`config.mk`:
```
export PLATFORM = sky130hd
export DESIGN_NAME = lsu
export DESIGN_NICKNAME = d
export VERILOG_FILES = /design/src/rtl/lsu.sv
export SDC_FILE = /design/constraint.sdc
export NUM_CORES = 1
export LEC_CHECK = 0
export CORE_ASPECT_RATIO = 2
export CORE_UTILIZATION = 35
export DETAILED_ROUTE_END_ITERATION = 6
export PLACE_DENSITY = 0.83
export SLEW_MARGIN = 10
export SYNTH_ARGS = -nofsm -noshare
export SYNTH_HDL_FRONTEND = slang
export SYNTH_SLANG_ARGS = --single-unit
```
`constraint.sdc`:
```
create_clock -name clk_i -period 2.7 [get_ports clk_i]
set_input_delay 0.54 -clock clk_i [delete_from_list [all_inputs] [get_ports clk_i]]
set_output_delay 0.54 -clock clk_i [all_outputs]
set_load 0.03 [all_outputs]
```
`src/rtl/lsu.sv`:
```
// Load/store unit: turns core byte/half/word accesses into word-aligned bus
// requests with byte enables, then aligns and extends the returned load data.
module lsu #(
    parameter int unsigned TIMEOUT = 255
) (
    input  logic        clk_i,
    input  logic        rst_i,
    input  logic        core_req_i,
    input  logic        core_we_i,
    input  logic [2:0]  core_size_i,
    input  logic [31:0] core_addr_i,
    input  logic [31:0] core_wd_i,
    output logic [31:0] core_rd_o,
    output logic        core_stall_o,
    output logic        fault_o,
    output logic        mem_req_o,
    output logic        mem_we_o,
    output logic [3:0]  mem_be_o,
    output logic [31:0] mem_addr_o,
    output logic [31:0] mem_wd_o,
    input  logic [31:0] mem_rd_i,
    input  logic        mem_ready_i
);

    localparam logic [15:0] TO_LIM = 16'(TIMEOUT);

    localparam logic [2:0] SZ_B  = 3'd0;
    localparam logic [2:0] SZ_H  = 3'd1;
    localparam logic [2:0] SZ_W  = 3'd2;
    localparam logic [2:0] SZ_BU = 3'd4;
    localparam logic [2:0] SZ_HU = 3'd5;

    typedef enum logic [0:0] {
        S_IDLE,
        S_WAIT
    } state_t;

    state_t      r_state;
    logic [15:0] r_cnt;
    logic [2:0]  r_size;
    logic [1:0]  r_off;
    logic        r_we;

    logic        w_legal;
    logic        w_idle;
    logic        w_wait;
    logic        w_accept;
    logic        w_bad;
    logic        w_done;
    logic        w_tmo;
    logic [15:0] w_cnt_nxt;
    logic [3:0]  w_be;
    logic [31:0] w_wd;
    logic [31:0] w_shift;
    logic [7:0]  w_byte;
    logic [15:0] w_half;
    logic [31:0] w_ld;

    // Size legality and natural alignment of the incoming request
    always_comb begin
        w_legal = 1'b0;
        case (core_size_i)
            SZ_B, SZ_BU: w_legal = 1'b1;
            SZ_H, SZ_HU: w_legal = ~core_addr_i[0];
            SZ_W:        w_legal = (core_addr_i[1:0] == 2'b00);
            default:     w_legal = 1'b0;
        endcase
    end

    assign w_idle    = (r_state == S_IDLE);
    assign w_wait    = (r_state == S_WAIT);
    assign w_accept  = ~rst_i & w_idle & core_req_i & w_legal;
    assign w_bad     = ~rst_i & w_idle & core_req_i & ~w_legal;
    assign w_done    = ~rst_i & w_wait & mem_ready_i;
    assign w_cnt_nxt = r_cnt + 16'd1;

    // A response arriving in the timeout cycle wins over the fault
    assign w_tmo = ~rst_i & w_wait & ~mem_ready_i
                 & (TO_LIM != 16'd0) & (w_cnt_nxt == TO_LIM);

    // Store lane placement; BU/HU share the B/H lane patterns
    always_comb begin
        w_be = 4'b0000;
        w_wd = core_wd_i;
        case (core_size_i[1:0])
            2'd0: begin
                w_be = 4'b0001 << core_addr_i[1:0];
                w_wd = {4{core_wd_i[7:0]}};
            end
            2'd1: begin
                w_be = core_addr_i[1] ? 4'b1100 : 4'b0011;
                w_wd = {2{core_wd_i[15:0]}};
            end
            default: begin
                w_be = 4'b1111;
                w_wd = core_wd_i;
            end
        endcase
    end

    assign w_shift = mem_rd_i >> {r_off, 3'b000};
    assign w_byte  = w_shift[7:0];
    assign w_half  = r_off[1] ? mem_rd_i[31:16] : mem_rd_i[15:0];

    always_comb begin
        w_ld = mem_rd_i;
        case (r_size)
            SZ_B:    w_ld = {{24{w_byte[7]}}, w_byte};
            SZ_BU:   w_ld = {24'd0, w_byte};
            SZ_H:    w_ld = {{16{w_half[15]}}, w_half};
            SZ_HU:   w_ld = {16'd0, w_half};
            default: w_ld = mem_rd_i;
        endcase
    end

    assign mem_req_o    = w_accept;
    assign mem_we_o     = w_accept & core_we_i;
    assign mem_be_o     = w_accept ? w_be : 4'b0000;
    assign mem_addr_o   = {core_addr_i[31:2], 2'b00};
    assign mem_wd_o     = w_wd;
    assign fault_o      = w_bad | w_tmo;
    assign core_rd_o    = (w_done & ~r_we) ? w_ld : 32'd0;
    assign core_stall_o = w_accept
                        | (~rst_i & w_wait & ~mem_ready_i & ~w_tmo);

    always_ff @(posedge clk_i) begin
        if (rst_i) begin
            r_state <= S_IDLE;
            r_cnt   <= 16'd0;
            r_size  <= 3'd0;
            r_off   <= 2'd0;
            r_we    <= 1'b0;
        end else begin
            case (r_state)
                S_IDLE: begin
                    if (w_accept) begin
                        r_state <= S_WAIT;
                        r_cnt   <= 16'd0;
                        r_size  <= core_size_i;
                        r_off   <= core_addr_i[1:0];
                        r_we    <= core_we_i;
                    end
                end
                S_WAIT: begin
                    if (mem_ready_i || w_tmo) begin
                        r_state <= S_IDLE;
                        r_cnt   <= 16'd0;
                    end else begin
                        r_cnt <= w_cnt_nxt;
                    end
                end
                default: r_state <= S_IDLE;
            endcase
        end
    end

endmodule

```
Yosys cells after proc, flatten, opt, wreduce, memory -nomap -nowiden
Cells that the tools add are included.
{"block": "op_classes", "n_addsub": 1, "n_eq_ne": 10, "shift": 2, "n_mux": 14, "n_bitwise": 20, "n_reduce_logical": 8}
{"cell": "$pmux 32 s4", "n": 1}
{"cell": "$pmux 32 s2", "n": 1}
{"cell": "$mux 16", "n": 3}
{"cell": "$mux 32", "n": 1}
{"cell": "$pmux 16 s2", "n": 1}
{"cell": "$shr 32x5->8", "n": 1}
{"cell": "$add 16x1->16 const B", "n": 1}
{"cell": "$eq 16x8->1 const B", "n": 1}
{"cell": "$eq 3x3->1 const B", "n": 4}
{"cell": "$and 1x1->1", "n": 11}
{"cell": "$mux 4", "n": 2}
{"cell": "$pmux 4 s2", "n": 1}
{"cell": "$not 1->1", "n": 7}
{"cell": "$eq 3x1->1 const B", "n": 2}
{"cell": "$logic_not 3->1", "n": 2}
{"cell": "$logic_not 2->1", "n": 2}
{"cell": "$reduce_or 2->1", "n": 2}
{"cell": "$shl 1x2->4 const A", "n": 1}
{"cell": "$eq 3x2->1 const B", "n": 1}
{"cell": "$pmux 1 s3", "n": 1}
{"cell": "$eq 2x1->1 const B", "n": 1}
{"cell": "$mux 1", "n": 2}
{"cell": "$ne 2x1->1 const B", "n": 1}
{"cell": "$or 1x1->1", "n": 2}
{"cell": "other kinds (3)", "n": 3}
{"block": "totals", "register_bits": 23, "output_inout_bits": 104, "word_cells": 60}

Depth between registers and ports, before layout
{"block": "depth", "word_depth": 7, "depth_mapped": 9, "mapped_depth_nobuf": 8}

Worst setup path before layout
Ideal clock, no wire load.
{"block": "synth_path", "kind": "flip-flop to output port", "start": "register r_off[1]", "end": "output port core_rd_o[1]", "t_arrival_ps": 2589, "t_required_ps": 2160, "setup_slack_ps": -429, "path_stages_with_launch": 6, "n_path_buf": 2, "cell_sequence": "dfxtp_1 -> clkbuf_1 -> clkbuf_1 -> mux4_2 -> nor3_1 -> a2111oi_0"}
{"block": "synth_via", "elab_chain_cells": 3, "elab_cells_between_ends": 4, "classes_between": "1 x shift; 3 x mux"}
{"item": "start: declaration", "line_no": "41", "text": "logic [1:0] r_off;"}
{"item": "start signal: assignment", "line_no": "140", "text": "r_off <= core_addr_i[1:0];"}
{"item": "$shr 32x5->8 or $mux 16 (tied branches)", "line_no": "101, 103"}
{"item": "$pmux 32 s4 *", "line_no": "107", "text": "case (r_size)"}
{"item": "$mux 32 *", "line_no": "122", "text": "assign core_rd_o = (w_done & ~r_we) ? w_ld : 32'd0;"}
{"item": "end: declaration", "line_no": "13", "text": "output logic [31:0] core_rd_o,"}
Every way passes the cells marked *; elsewhere a longest branch is shown, timed or not.

Worst setup path after layout
{"block": "layout_path", "start": "register r_cnt[7]", "end": "output port fault_o"}
{"block": "layout_via", "elab_chain_cells": 4}
{"item": "start: declaration", "line_no": "39", "text": "logic [15:0] r_cnt;"}
{"item": "start signal: assignment", "line_no": "149", "text": "r_cnt <= w_cnt_nxt;"}
{"item": "$add 16x1->16", "line_no": "75", "text": "assign w_cnt_nxt = r_cnt + 16'd1;"}
{"item": "$eq 16x8->1", "line_no": "79", "text": "& (TO_LIM != 16'd0) & (w_cnt_nxt == TO_LIM);"}
{"item": "$and 1x1->1", "line_no": "79"}
{"item": "$or 1x1->1", "line_no": "121", "text": "assign fault_o = w_bad | w_tmo;"}
{"item": "end: declaration", "line_no": "15", "text": "output logic fault_o,"}
Every way passes these cells.

==> key figures <==
Synthesis
  – #FFs+latches synth: 23
  – Area leader, netlist: dfxtp_1
  – Cells after synthesis: between 400 and 500
  – Top cell type's share of synthesized area: 16.6%
  – Synth cell count leaders: 52 x nand2_1, 40 x buf_4, 30 x inv_1, 29 x nor2_1, 27 x a21oi_1
  – Unique cell type count in the Yosys netlist: a little over 50
  – Post-synth EDFFs: 0
  – Post-Syn Area: roughly 2800 sq um
  – Syn. warnings: 0
  – Seq/Total Area, Yosys: roughly 17%
  – Most common cell in the netlist: nand2_1
  – Syn avg cell area: between 6 and 7 sq um
  – Area contributors post-synth: dfxtp_1 17%, buf_4 11%, nand2_1 7.1%
  – FFs w/ async S/R, synth: 0%
  – Top_reg_cell synth: dfxtp_1

Floorplanning
  – Initial core utilization: between 30% and 40%
  – Chip width: ~65 microns
  – Die height: between 100 and 150 microns
  – Core area: between 7000 and 8000 sq um
  – Num ports: about 210
  – Cell row count: 45
  – Total Die Area: 8290 sq um

Job
  – Max_cap viols: 0

Pwr
  – Maximum vdd drop: between 200 and 250 uV
  – Total power: ~1300 uW
  – PwrDens: approximately 280 nW/um^2
  – Leakage power: just under 0.002 uW

Placement
  – PortBufs: roughly 150
  – Placed Cells: roughly 620
  – DP Wirelength: 8.25 mm
  – Routability cong.: about 0.88
  – Dpl ws: -0.308 ns

Finish
  – Area taken by multi-input logic gates: 1980 sq um
  – Area delta synth->final: 64.5%
  – Fill cells: about 640
  – Sequential cell area: 495 sq um
  – Layout Cells excl Fill: 633
  – Share of cells above drive strength 1: about a third
  – Final nets: about 650

Routing
  – DR iter-0 viols: 237
  – DR WL/cell: approximately 18 microns
  – Routed via count: 3557
  – Post-route DRC violation count: 0
  – First-pass DRT Iterations: 4
  – Drt total wl: about 11 mm
  – Via density: approximately 5.6
  – Post-DRT Antenna Nets: 0

Setup path
  – Buf+Inv Stages, Crit Path: 1
  – Crit path cell chain: nand4_1 -> or4_4 -> nor3b_1 -> o221ai_2 -> nor3_2 -> nor2_1 -> nor2_1 -> buf_4
  – Critical path depth: 8
  – Worst Reg-to-Reg Cells: 8
  – Critical path class: reg -> out
  – Most common cell on crit path: nor2_1
  – Critical Path End Type: primary output
  – CP top delay family: simple AND/OR/NAND/NOR gates
  – Worst Path Max Fanout: 8
  – Slowest-stage cell, CP: or4_4
  – CP max stage delay: 0.56 ns
  – Required @ worst endpoint: 2.16 ns
  – Critical path startpoint category: flip-flop
  – Crit path arrival time: 2.20 ns

STA
  – Final worst path period need: about 2.7 ns
  – Setup Skew: 0.000911 ns
  – RSZ-0062 raised after global routing: yes
  – Period utilization: 102%
  – Max Fclk: approximately 360 MHz
  – Slew Viols, Final: 0
  – Hold Vio Cnt, Final: 0
  – Final setup viols: 1
  – Final worst slack: -0.0431 ns

Global routing
  – All-Layer GR Usage: between 20% and 30%
  – Vias in the first global route: approximately 3400
  – First-pass GRT wire length: around 17 mm
  – Largest net degree at the start of global routing: 40
  – Initial antenna violation count: 1
  – Total gr overflow: 0

Clocking
  – Num CTS Buffers: 3
  – Clock tree from TritonCTS: built
  – # hold bufs at CTS: 0
  – Number of clock sinks: 23
  – Worst skew pair latency: between 0.2 and 0.3 ns
  – H-tree depth: 1
  – Root Buffer: clkbuf_16
  – Clock transition at path regs: about 0.06 ns
  – Bufs on Longest Clock Path: 2

Worst hold path
  – Hold WC Path Type: reg -> reg
  – Hold-critical path depth: 2

Run status
  – Failing checks: setup timing
  – Status: finished, violations left
[metrics by stage]
step | utilization, % | instance area (sq um) | hold WS [ns] | setup TNS, ns
3_3_place_gp | 55.1 | 4190 | 0.443 | -6.44
2_1_floorplan | - | 2810 | 0.432 | -0.358
4_1_cts | 58.1 | 4420 | 0.454 | 0
5_1_grt | 59.9 | 4550 | 0.462 | -0.445
6_report | 59.9 | 4550 | 0.457 | -0.0431
3_5_place_dp | 55.1 | 4190 | 0.446 | -7.20
[repair_timing]
action                                  4_1_cts  5_1_grt
pin swaps                                     8       11
endpoints found under the setup margin       48       40
cloned                                        0        2
resized for setup                            55       39
buffers inserted                              9        2
[power breakdown]
group          switching, uW  internal [uW]
clock                    130            202
combinational            303            286
sequential              10.9            339
[state kept, by name, indices dropped and copies added, names as in the netlist]
name	count
r_cnt	16
r_off	2
r_size	3
r_state	1
r_we	1
[cells in the final DEF, fill, tap and decap left out, types with 4 or more instances in the layout]
cell and instances:
buf_4 91, clkdlybuf4s50_1 79, nand2_1 51, inv_1 29
nor2_1 23, a21oi_1 23, o21ai_0 19, nand3_1 17
mux2_2 16, nor3_1 15, dlygate4sd2_1 13, dfxtp_1 11
o22ai_1 9, mux2i_1 8, buf_6 8, dfxtp_4 8
nand2b_1 6, nor2b_1 6, or3_1 6, mux4_2 5
a2111oi_2 5, xnor2_1 5, o21ai_1 4, clkbuf_16 4
clkbuf_2 4, dfxtp_2 4
[worst min-delay path, delay by kind of cell (launching register included)]
kind,cells,cell delay [ns]
AND/OR/NAND/NOR,1,0.05
AO/OA/AOI/OAI,1,0.05
flip-flops,1,0.31
[per-layer routing]
layer | track usage, % | up-vias | part of all wire, %
li1 | - | 1637 | -
met1 | 23.5 | 1658 | 32
met2 | 48.5 | 193 | 53
met3 | 4.18 | 69 | 7.7
met4 | 19.1 | 0 | 7.5
met5 | 0 | - | 0
[kinds of logic after synthesis]
family | share of synthesized area, %
xor gates and xnor gates | 2.22
buffers and inverters | 18.9
muxes | 13.5
DFF | 16.6
and+or+nand+nor | 28.0
AOI/OAI and AO/OA | 19.7
adders and majority gates | 0.904
other | 0.135
[final cells by class]
| type | instances | area share (%) |
|---|---|---|
| inverter | 30 | 2.47 |
| tap | 94 | 2.58 |
| antenna | 1 | 0.0550 |
| clock buffer | 4 | 1.73 |
| timing repair buffer | 199 | 38.8 |
| multi-input combinational | 282 | 43.5 |
| sequential | 23 | 10.9 |
[worst paths after layout]
kind / startpoint / endpoint / slack, ns
hold reg to reg: r_we / r_we / 0.46
setup reg to reg: r_cnt[7] / r_cnt[8] / 0.34
hold / removal: r_we / r_we / 0.46
setup / recovery: r_cnt[7] / fault_o / -0.04
No activity file was read; power rests on OpenSTA's default activity.
==> variant (same settings) <==
Register the output `fault_o`, cleared by the reset; this adds one clock of latency there. The other outputs are not delayed to match.
--- a/src/rtl/lsu.sv
+++ b/src/rtl/lsu.sv
@@ -120,3 +120,9 @@
     assign mem_wd_o     = w_wd;
-    assign fault_o      = w_bad | w_tmo;
+    always_ff @(posedge clk_i) begin
+        if (rst_i) begin
+            fault_o <= '0;
+        end else begin
+            fault_o <= w_bad | w_tmo;
+        end
+    end
     assign core_rd_o    = (w_done & ~r_we) ? w_ld : 32'd0;
Check against the original RTL: not equivalent (Yosys sat finds a counterexample within 4 cycles, from zero or initial values and one cycle with rst_i high).
==> variant against the original RTL <==
The run still ends with setup timing left; largest cell class unchanged; global-route usage shrank 1.5 points; area after synthesis grew 1.8%; cell area grew 0.52%; power grew 6.0%; die area grew 1.8%; setup slack lost 22 ps; sequential cell count grew 1; wire length shrank 5.2%; via count shrank 3.9%.
==> variant: results (changes against the original RTL) <==
Worst Setup EP: core_stall_o
Top cells by area, synth: dfxtp_1, buf_4, nand2_1
Total negative slack: -65.5 ps (-22.3 ps)
CP max-delay cell: or4bb_4
Outcome: finished with violations
Failing checks: setup timing
# setup viols final: 1 (unchanged)
Netlist cell types: 60 (+18%)
Worst-path fanout max: 2 (-6)
Hold WS: 474 ps (+17.1 ps)
Worst R2R End: r_cnt[13]
Flop2flop setup slack: 150 ps (-190 ps)
Worst path arrival time: 2230 ps (+30 ps)
Dpl cell area: 0.00425 mm^2 (+1.5%)
Worst VDD drop: 175 uV (-15%)
Initial antenna violation count: 0 (-1)
Met2 wire length: 5.64 mm (-5.1%)
Nets: 641 (-0.62%)
Post-route setup slack: -65.5 ps (-22.3 ps)
Vias in the first global route: 3,291 (-4.4%)
Post-synth top cells: nand2_1, buf_4, a21oi_1
DR WL/cell: 17.0 um (-4.7%)
Placer Congestion: 0.888 (+0.71%)
Vias per inst: 5.43 (-3.4%)
Met1 WL: 3.45 mm (-4.5%)
Met2 Use GR: 45.4% (-3.2 points)
Largest net degree at the start of global routing: 19 (-53%)
Met1 Use GR: 21.8% (-1.7 points)
Sequential fraction of the synthesis area: 17.1% (+0.41 points)
Cell count of the worst reg-to-reg path: 10 (+2)
Crit path from: r_cnt[0]
DRT iter0 DRCs: 96 (-59%)
==> variant: per-stage QoR <==
| stage | std cells | setup slack [ps] |
|---|---|---|
| 6_report | 630 | -65.5 |
| 4_1_cts | 625 | -105 |
| 3_5_place_dp | 615 | -224 |
| 2_1_floorplan | 394 | -376 |
| 5_1_grt | 630 | -112 |
| 3_3_place_gp | 615 | -209 |
==> variant: worst reg2reg max path: stages, from the launching register on <==
cell	delay (ps)
dfxtp_4	350
inv_2	50
ha_1	120
or4bb_4	520
a211oi_2	260
nand4_2	210
o31ai_4	250
buf_4	150
buf_4	210
nor2_1	80
a211o_1	260
==> variant: worst min path at each step <==
stage | endpoint | from | depth (start not counted)
floorplan | r_we | r_we | 2
CTS | r_we | r_we | 2
detailed placement | r_we | r_we | 2
finish | r_we | r_we | 2
global route | r_we | r_we | 2
global placement | r_we | r_we | 2
==> variant: power breakdown <==
group	internal (W)	switching (W)	total, W
clock network	0.000295	0.000132	0.000427
registers	0.000358	0.00000608	0.000364
logic	0.000275	0.000281	0.000556
total	0.000928	0.000419	0.00135
==> variant: area by class of cell <==
cell class / count / area [um^2]
Clock buffer: 3 / 75.1
Clock inverter: 1 / 30.0
Sequential cell: 24 / 499
Timing Repair Buffer: 204 / 1840
Tap cell: 96 / 120
Multi-Input combinational cell: 274 / 1910
Fill cell: 707 / 3310
Inverter: 28 / 105
==> variant: cells by family after synthesis <==
logic type	Yosys count	synth area share [%]
buffers and inverters	96	19.4
multiplexers	27	11.6
AND/OR/NAND/NOR	133	24.6
other	1	0.133
adder cells (fa/ha/maj)	2	0.888
XOR/XNOR	8	2.49
AO/OA/AOI/OAI	102	23.8
flip-flops	24	17.1
==> variant: repair_timing <==
action                     CTS  global route
setup endpoints to repair   47            26
pin swaps                   10            12
cloned                       0             0
resized for setup           28            32
setup buffers                6             5
